<file path="config.mk">
export PLATFORM = sky130hd
export DESIGN_NAME = matrix_result_serializer
export DESIGN_NICKNAME = d
export VERILOG_FILES = /design/src/rtl/matrix_result_serializer_pkg.sv /design/src/rtl/matrix_result_serializer_acc_requantize.sv /design/src/rtl/matrix_result_serializer.sv
export SDC_FILE = /design/constraint.sdc
export NUM_CORES = 1
export LEC_CHECK = 0
export CORE_ASPECT_RATIO = 1.2
export CORE_MARGIN = 5
export CORE_UTILIZATION = 41
export DETAILED_ROUTE_END_ITERATION = 6
export GPL_ROUTABILITY_DRIVEN = 0
export PLACE_DENSITY_LB_ADDON = 0.08
export SYNTH_ARGS = -nofsm -noshare
export SYNTH_HDL_FRONTEND = slang
export SYNTH_SLANG_ARGS = --single-unit
</file>
<file path="constraint.sdc">
create_clock -name clk -period 5.54 [get_ports clk]
set_input_delay 1.385 -clock clk [delete_from_list [all_inputs] [get_ports clk]]
set_output_delay 1.385 -clock clk [all_outputs]
set_load 0.05 [all_outputs]
</file>
<file path="src/rtl/matrix_result_serializer_pkg.sv">
// Shared types and helpers for the accumulator-vector serializer.
package matrix_result_serializer_pkg;

  typedef enum logic {
    IDLE,
    STREAM
  } state_e;

  function automatic int unsigned idx_width(input int unsigned d);
    return (d > 1) ? $clog2(d) : 1;
  endfunction

endpackage

</file>
<file path="src/rtl/matrix_result_serializer_acc_requantize.sv">
// Combinational requantizer: 2W-bit accumulator to W-bit fixed point, round half toward +inf.
// With SATURATE_EN defined the result is clamped and o_sat flags the clamp; otherwise it wraps.
module acc_requantize #(
  parameter int unsigned W    = 16,
  parameter int unsigned FRAC = 12
) (
  input  logic [2*W-1:0] i_acc,
  output logic [W-1:0]   o_q,
  output logic           o_sat
);

  localparam int unsigned AW = 2 * W + 1;
  localparam logic signed [AW-1:0] Half = AW'(64'd1 << (FRAC - 1));

  logic signed [AW-1:0] w_sum;
  logic signed [AW-1:0] w_t;

  // One guard bit keeps the rounding add from overflowing.
  assign w_sum = $signed({i_acc[2*W-1], i_acc}) + Half;
  assign w_t   = w_sum >>> FRAC;

`ifdef SATURATE_EN
  localparam logic signed [AW-1:0] MaxV = AW'((64'd1 << (W - 1)) - 64'd1);
  localparam logic signed [AW-1:0] MinV = ~MaxV;

  always_comb begin
    o_q   = w_t[W-1:0];
    o_sat = 1'b0;
    if (w_t > MaxV) begin
      o_q   = {1'b0, {(W - 1){1'b1}}};
      o_sat = 1'b1;
    end else if (w_t < MinV) begin
      o_q   = {1'b1, {(W - 1){1'b0}}};
      o_sat = 1'b1;
    end
  end
`else
  logic w_t_unused;

  assign w_t_unused = ^w_t[AW-1:W];
  assign o_q        = w_t[W-1:0];
  assign o_sat      = 1'b0;
`endif

endmodule

</file>
<file path="src/rtl/matrix_result_serializer.sv">
// Captures a packed vector of D accumulators and streams requantized elements one per cycle.
// Define SATURATE_EN to clamp instead of wrap and to expose the sticky sat_flag output.
module matrix_result_serializer
  import matrix_result_serializer_pkg::*;
#(
  parameter int unsigned W    = 16,
  parameter int unsigned D    = 8,
  parameter int unsigned FRAC = 12
) (
  input  logic                 clk,
  input  logic                 rst,
  input  logic [2*D*W-1:0]     packed_in,
  input  logic                 in_v,
  output logic                 in_ready,
  output logic [W-1:0]         out,
  output logic                 out_v,
  input  logic                 out_ready,
  output logic [$clog2(D)-1:0] out_idx,
  output logic                 out_last
`ifdef SATURATE_EN
  ,
  output logic                 sat_flag
`endif
);

  localparam int unsigned IW = idx_width(D);
  localparam logic [IW-1:0] LastIdx = IW'(D - 1);

  state_e           r_state;
  logic [2*D*W-1:0] r_buf;
  logic [W-1:0]     r_out;
  logic             r_out_v;
  logic [IW-1:0]    r_idx;
  logic             r_last;

  logic             w_fire;
  logic             w_capture;
  logic [IW-1:0]    w_next_idx;
  logic [2*W-1:0]   w_sel;
  logic [2*W-1:0]   w_rq_in;
  logic [W-1:0]     w_rq;

  assign w_fire     = r_out_v && out_ready;
  assign in_ready   = !rst && ((r_state == IDLE) || (w_fire && r_last));
  assign w_capture  = in_v && in_ready;
  assign w_next_idx = r_idx + IW'(1);

  always_comb begin
    w_sel = '0;
    for (int j = 0; j < int'(D); j++) begin
      if (w_next_idx == IW'(j)) w_sel = r_buf[(int'(D) - 1 - j)*2*W +: 2*W];
    end
  end

  // A fresh capture requantizes element 0 straight from the input bus.
  assign w_rq_in = w_capture ? packed_in[2*D*W-1 -: 2*W] : w_sel;

`ifdef SATURATE_EN
  logic w_sat;
  logic r_sat;

  assign sat_flag = r_sat;

  always_ff @(posedge clk or posedge rst) begin
    if (rst) begin
      r_sat <= 1'b0;
    end else if (w_sat && (w_capture || (w_fire && !r_last))) begin
      r_sat <= 1'b1;
    end
  end
`else
  logic w_sat_unused;
`endif

  acc_requantize #(
    .W   (W),
    .FRAC(FRAC)
  ) u_rq (
    .i_acc(w_rq_in),
    .o_q  (w_rq),
`ifdef SATURATE_EN
    .o_sat(w_sat)
`else
    .o_sat(w_sat_unused)
`endif
  );

  always_ff @(posedge clk or posedge rst) begin
    if (rst) begin
      r_state <= IDLE;
      r_buf   <= '0;
      r_out   <= '0;
      r_out_v <= 1'b0;
      r_idx   <= '0;
      r_last  <= 1'b0;
    end else if (w_capture) begin
      r_state <= STREAM;
      r_buf   <= packed_in;
      r_out   <= w_rq;
      r_out_v <= 1'b1;
      r_idx   <= '0;
      r_last  <= 1'b0;
    end else if (w_fire) begin
      if (!r_last) begin
        r_out  <= w_rq;
        r_idx  <= w_next_idx;
        r_last <= (w_next_idx == LastIdx);
      end else begin
        // Final handshake with nothing waiting: out and out_idx keep their last values.
        r_state <= IDLE;
        r_out_v <= 1'b0;
        r_last  <= 1'b0;
      end
    end
  end

  assign out      = r_out;
  assign out_v    = r_out_v;
  assign out_idx  = r_idx;
  assign out_last = r_last;

endmodule

</file>
==> flow_metrics.env, run 1 <==
export IMPL_maxCapViolations=0
export IMPL_ys_types=70
export IMPL_clk_pin_slew_ns=0.06
export IMPL_drive_above_1_share=0.0682
export IMPL_core_um2=18700
export IMPL_synthesis_area_um2=7750
export IMPL_synth_top_family_by_area="simple AND/OR/NAND/NOR gates"
export IMPL_grt_use_total=0.216
export IMPL_rows=55
export IMPL_max_stage_delay_ns=0.49
export IMPL_hold_class="flip-flop to flip-flop"
export IMPL_cts_buffers=17
export IMPL_cts_resized=0
export IMPL_num_io_pins=282
export IMPL_antenna_left=0
export IMPL_relSlewSlack=0.157
export IMPL_p_leak_nw=4.74
export IMPL_timing_hold_ws_ns=0.463
export IMPL_p_sw_frac=0.435
export IMPL_overflow=0
export IMPL_fin_setup_tns_ns=0
export IMPL_viasPerCell=5.14
export IMPL_seqPwrFrac=0.311
export IMPL_port_buffer_count=161
export IMPL_worst_clock_skew_ns=0.00708
export IMPL_dr_pass1_iters=5
export IMPL_netlist_area_leader_share=0.507
export IMPL_syn_num_nets=1185
export IMPL_die_area_um2=21800
export IMPL_grt_pass1_vias=6718
export IMPL_synthTopCellsByArea="dfrtp_1, nand2_1, a221oi_1"
export IMPL_ys_flop_type="dfrtp_1"
export IMPL_post_cts_repair_setup_buffers=0
export IMPL_hold_buffers=0
export IMPL_fp_dieW_um=136
export IMPL_hold_viol_final=0
export IMPL_p_int_mw=3.60
export IMPL_area_growth_pct=31.5
export IMPL_post_drt_wl_per_cell_um=17.3
export IMPL_drt_initial_drc_count=620
export IMPL_rsz0062_at_grt="no"
export IMPL_grt_pass1_wl_um=36900
export IMPL_clk_latency_ns=0.43
export IMPL_powerDensity_nw_per_um2=625
export IMPL_synth_compound_area_share=0.155
export IMPL_power_share_clock=0.186
export IMPL_nNetsFinal=1325
export IMPL_synth_edf_count=0
export IMPL_cts_num_sinks=157
export IMPL_synthAdderAreaFrac=0.00968
export IMPL_ys_warnings_count=0
export IMPL_wl_um=23000
export IMPL_arrival_ns=4.61
export IMPL_setup_viol=0
export IMPL_crit_family="simple AND/OR/NAND/NOR gates"
export IMPL_dp_hpwl_um=16000
export IMPL_fmax_mhz=230
export IMPL_synth_xor_area_share=0.0178
export IMPL_die_h_um=161
export IMPL_path_cells="clkdlybuf4s50_1 > nand2b_1 > nor2_4 > buf_4 > nand2_1 > a221oi_2 > nand4_1 > nor4_1 > xor2_1 > o21ai_1"
export IMPL_worstPathRequired_ns=5.80
export IMPL_root_buffer="clkbuf_16"
export IMPL_antenna_found_initial=1
export IMPL_synthSimpleGateAreaFrac=0.258
export IMPL_yosys_area_top_type="dfrtp_1"
export IMPL_yosys_cell_count_top_type="nand2_1"
export IMPL_grt_start_max_net_pins=95
export IMPL_cp_end_kind="flip-flop"
export IMPL_worst_slew_pin_slew_ns=1.26
export IMPL_vdd_ir_drop_max_mv=0.268
export IMPL_cts_tree="built"
export IMPL_synth_seq_area_share=0.507
export IMPL_crit_buf_inv=2
export IMPL_netlist_top_cells_count="nand2_1, dfrtp_1, clkbuf_1, o21ai_0, nor2_1"
export IMPL_slew_viol_final=0
export IMPL_start_kind="input port"
export IMPL_cts_htree_levels=4
export IMPL_synth_area_per_cell_um2=8.44
export IMPL_pwr_share_comb=0.503
export IMPL_min_period_ns=4.35
export IMPL_p_sw_mw=2.77
export IMPL_min_period_over_period=0.785
export IMPL_clock_path_buffers=2
export IMPL_netlist_instances=919
export IMPL_ys_ff_latch=157
export IMPL_synthMuxAreaShare=0.00952
export IMPL_cp_max_fo=27
export IMPL_drcViolationCount=0
export IMPL_crit_slowest_cell="clkdlybuf4s50_1"
export IMPL_vias=6830
export IMPL_async_flop_share=1.00
export IMPL_status="completed"
export IMPL_critPathKind="input port to flip-flop"
export IMPL_start_util=0.414
## final cells by class
type / instances / area, um2
Clock inverter: 10 / 141
Antenna cell: 1 / 2.50
Fill cell: 1794 / 8520
Inverter: 17 / 67.6
Tap cell: 256 / 320
Sequential cell: 157 / 3930
Timing Repair Buffer: 181 / 1770
Clock buffer: 21 / 450
Multi-Input combinational cell: 685 / 3510
## cells in the final DEF (no fill, tap or decap), types with 4 or more instances in the layout
master           instances
a211oi_1                 7
a21oi_1                 23
a221o_1                 13
a221oi_1                15
a22oi_1                  7
a31oi_1                  7
buf_4                   19
clkbuf_16               17
clkdlybuf4s50_1        161
dfrtp_1                157
ha_1                     4
inv_1                   16
mux2i_1                  4
nand2_1                429
nand3_1                  4
nand3b_1                 6
nand4_1                  5
nor2_1                  25
nor2b_1                  6
nor3_1                   7
o21a_1                   5
o21ai_0                 26
o21ai_1                 10
o31a_1                   5
o31ai_1                  4
xnor2_1                  9
## state kept, by name, indices dropped and copies added (netlist names)
signal	count
out	16
r_buf	136
out_last	1
out_v	1
out_idx	3
## final timing paths
path | start | end | slack (ns) | depth (start not counted)
worst max-delay path | rst | out[13]$_DFFE_PP0P_ | 1.19 | 10
worst min-delay path | out[0]$_DFFE_PP0P_ | out[0]$_DFFE_PP0P_ | 0.46 | 2
worst max register to register | out_idx[0]$_DFFE_PP0P_ | out[13]$_DFFE_PP0P_ | 1.43 | 14
worst min register to register | out[0]$_DFFE_PP0P_ | out[0]$_DFFE_PP0P_ | 0.46 | 2
max in group asynchronous | rst | r_buf[155]$_DFFE_PP0P_ | 2.98 | 3
min in group asynchronous | rst | r_buf[171]$_DFFE_PP0P_ | 1.58 | 2
## worst reg2reg max path: cells and delay by family (launching register included)
kind | cells | cell delay [ns]
and+or+nand+nor | 3 | 1.51
AOI/OAI and AO/OA | 6 | 1.22
DFF | 1 | 0.47
adders and majority gates | 2 | 0.39
xor gates and xnor gates | 1 | 0.19
buffers and inverters | 2 | 0.16
## cell families (layout without fill, tap and decap cells)
family          count (synthesis)  in the layout
simple gates                  499            499
compound gates                160            160
flops                         157            157
buf+inv                        77            229
xor+xnor                       14             14
fa+ha+maj                       6              6
mux                             6              6
other cells                     0              1
## per-layer routing
| layer | GRT usage | up-vias | part of all wire |
|---|---|---|---|
| li1 | - | 3341 | - |
| met4 | 0.0619 | 0 | 0.013 |
| met3 | 0.0420 | 23 | 0.067 |
| met5 | 0 | - | 0 |
| met2 | 0.307 | 222 | 0.43 |
| met1 | 0.334 | 3244 | 0.49 |
## power by group through the flow
stage,logic (mW),registers (mW),clock network [mW]
final,3.21,1.98,1.19
after global routing,3.52,2.04,1.26
after CTS,3.20,1.98,1.20
after detailed placement,3.17,1.99,0
after global placement,3.13,1.98,0
after floorplan,2.05,2.16,0
## stage by stage
stage	area (um2)	cells	power, mW	util	setup slack [ns]
floorplan	7760	919	4.21	-	1.38
global placement	9600	1296	5.12	0.513	0.776
detailed placement	9600	1296	5.17	0.513	0.761
CTS	10200	1327	6.38	0.545	1.20
global route	10200	1328	6.82	0.545	1.04
finish	10200	1328	6.38	0.545	1.19
(Power assumes the default switching activity.)
==> run 2, diff against run 1 <==
Clock period 5.54 ns to 3.8 ns, I/O delays scaled along.
==> run 2 against run 1 <==
Compared with the run above: clock power up 41%; final cell count rose by 2.7%; via count is 0.53% higher; global-route usage decreased by 0.12 points; sequential power up 47%; critical path depth unchanged; total power increased by 51%; clock skew is 0.00072 ns lower; utilization grew 1.7 points; clock-buffer cell count did not move; non-clock buffer count up 39; final area up 3.1%.
==> flow_metrics.env, run 2 (synthesis gave the netlist of run 1 again) <==
export IMPL_status="completed"
export IMPL_p_sw_mw=4.02
export IMPL_dp_slack_ns=-0.0752
export IMPL_clk_latency_ns=0.42
export IMPL_antenna_left=0
export IMPL_drt_initial_drc_count=415
export IMPL_min_period_ns=3.52
export IMPL_nNetsFinal=1364
export IMPL_fin_setup_tns_ns=0
export IMPL_arrival_ns=3.84
export IMPL_wl_um=22800
export IMPL_cts_resized=0
export IMPL_dp_hpwl_um=16600
export IMPL_dr_pass1_iters=5
export IMPL_area_growth_pct=35.6
export IMPL_n_antenna_cell=0
export IMPL_clk_pin_slew_ns=0.06
export IMPL_seqPwrFrac=0.302
export IMPL_worst_clock_skew_ns=0.00636
export IMPL_overflow=0
export IMPL_grt_pass1_wl_um=37100
export IMPL_layout_common_cells="nand2_1, clkdlybuf4s50_1, dfrtp_1"
export IMPL_cts_num_sinks=157
export IMPL_start_util=0.414
export IMPL_antenna_found_initial=0
export IMPL_num_io_pins=282
export IMPL_worst_slew_pin_slew_ns=0.582
export IMPL_crit_buf_inv=1
export IMPL_rows=55
export IMPL_crit_family="compound AO/OA/AOI/OAI gates"
export IMPL_die_h_um=161
export IMPL_max_stage_delay_ns=0.57
export IMPL_root_buffer="clkbuf_16"
export IMPL_fp_dieW_um=136
export IMPL_crit_slowest_cell="or4_1"
export IMPL_path_cells="ha_1 > xnor2_4 > buf_4 > o32ai_1 > a21boi_0 > a31oi_2 > nand4_1 > or4_1 > o31a_1 > o31ai_1"
export IMPL_viasPerCell=5.03
export IMPL_relSlewSlack=0.602
export IMPL_cp_max_fo=20
export IMPL_die_area_um2=21800
export IMPL_setup_viol=0
export IMPL_power_share_clock=0.174
export IMPL_core_um2=18700
export IMPL_setup_slack_ns=0.279
export IMPL_p_sw_frac=0.417
export IMPL_vias=6866
export IMPL_cts_buffers=17
export IMPL_slew_viol_final=0
export IMPL_fillCellCount=1796
export IMPL_port_buffer_count=161
export IMPL_grt_pass1_vias=6823
export IMPL_hold_buffers=0
export IMPL_largest_reg_flops=136
export IMPL_rsz0062_at_grt="no"
export IMPL_critPathKind="flip-flop to flip-flop"
export IMPL_drcViolationCount=0
export IMPL_hold_viol_final=0
export IMPL_post_cts_repair_setup_buffers=0
export IMPL_p_leak_nw=4.94
export IMPL_min_period_over_period=0.926
export IMPL_vdd_ir_drop_max_mv=0.422
export IMPL_drive_above_1_share=0.100
export IMPL_cp_end_kind="flip-flop"
export IMPL_cts_tree="built"
export IMPL_post_drt_wl_per_cell_um=16.7
export IMPL_pwr_share_comb=0.524
export IMPL_maxCapViolations=0
export IMPL_final_common_cell="nand2_1"
export IMPL_powerDensity_nw_per_um2=917
export IMPL_fmax_mhz=284
export IMPL_largest_register="r_buf"
export IMPL_start_kind="flip-flop"
export IMPL_cts_htree_levels=4
export IMPL_grt_start_max_net_pins=105
export IMPL_clock_path_buffers=2
export IMPL_p_int_mw=5.62
export IMPL_hold_class="flip-flop to flip-flop"
export IMPL_grt_use_total=0.215
export IMPL_worstPathRequired_ns=4.12
run 2: worst reg2reg max path, stage by stage, from the launching register on:
cell	delay, ns
dfrtp_1	0.48
ha_1	0.36
xnor2_4	0.41
buf_4	0.37
o32ai_1	0.18
a21boi_0	0.18
a31oi_2	0.24
nand4_1	0.18
or4_1	0.57
o31a_1	0.26
o31ai_1	0.22
run 2: layout make-up:
class / instances / area, um2 / share of cell area
Sequential cell: 157 / 3930 / 0.374
Clock buffer: 21 / 450 / 0.0428
Multi-Input combinational cell: 685 / 3510 / 0.334
Clock inverter: 8 / 119 / 0.0113
Timing Repair Buffer: 220 / 2110 / 0.201
Tap cell: 256 / 320 / 0.0305
Inverter: 17 / 67.6 / 0.00643
run 2: routing by layer:
layer,track usage,vias to the layer above,share of wire
met5,0,-,0
met4,0.0500,0,0.011
met3,0.0360,16,0.057
met2,0.309,221,0.43
met1,0.338,3215,0.50
li1,-,3414,-
run 2: final timing paths:
check | start | end | slack [ns] | cells after the start
worst max register to register | out_idx[0]$_DFFE_PP0P_ | out[15]$_DFFE_PP0P_ | 0.28 | 10
max in group asynchronous | rst | r_buf[80]$_DFFE_PP0P_ | 2.12 | 4
worst min register to register | out[0]$_DFFE_PP0P_ | out[0]$_DFFE_PP0P_ | 0.47 | 2
worst min-delay path | out[0]$_DFFE_PP0P_ | out[0]$_DFFE_PP0P_ | 0.47 | 2
worst max-delay path | out_idx[0]$_DFFE_PP0P_ | out[15]$_DFFE_PP0P_ | 0.28 | 10
min in group asynchronous | rst | out[12]$_DFFE_PP0P_ | 1.14 | 4
run 2: power groups by stage:
stage | combinational [mW] | sequential, mW | clock, mW
final | 5.05 | 2.91 | 1.68
after global routing | 5.61 | 3.01 | 1.77
after CTS | 5.06 | 2.90 | 1.71
after detailed placement | 5.03 | 2.93 | 0
after global placement | 4.99 | 2.90 | 0
after floorplan | 2.99 | 3.15 | 0
run 2: metrics by stage:
stage / total power [mW] / hold slack [ns] / cells / util / area (um2)
after global routing: 10.4 / 0.497 / 1364 / 0.562 / 10500
after floorplan: 6.13 / 0.437 / 919 / - / 7760
final: 9.64 / 0.470 / 1364 / 0.562 / 10500
after detailed placement: 7.96 / 0.461 / 1335 / 0.531 / 9940
after global placement: 7.90 / 0.452 / 1335 / 0.531 / 9940
after CTS: 9.68 / 0.477 / 1364 / 0.562 / 10500
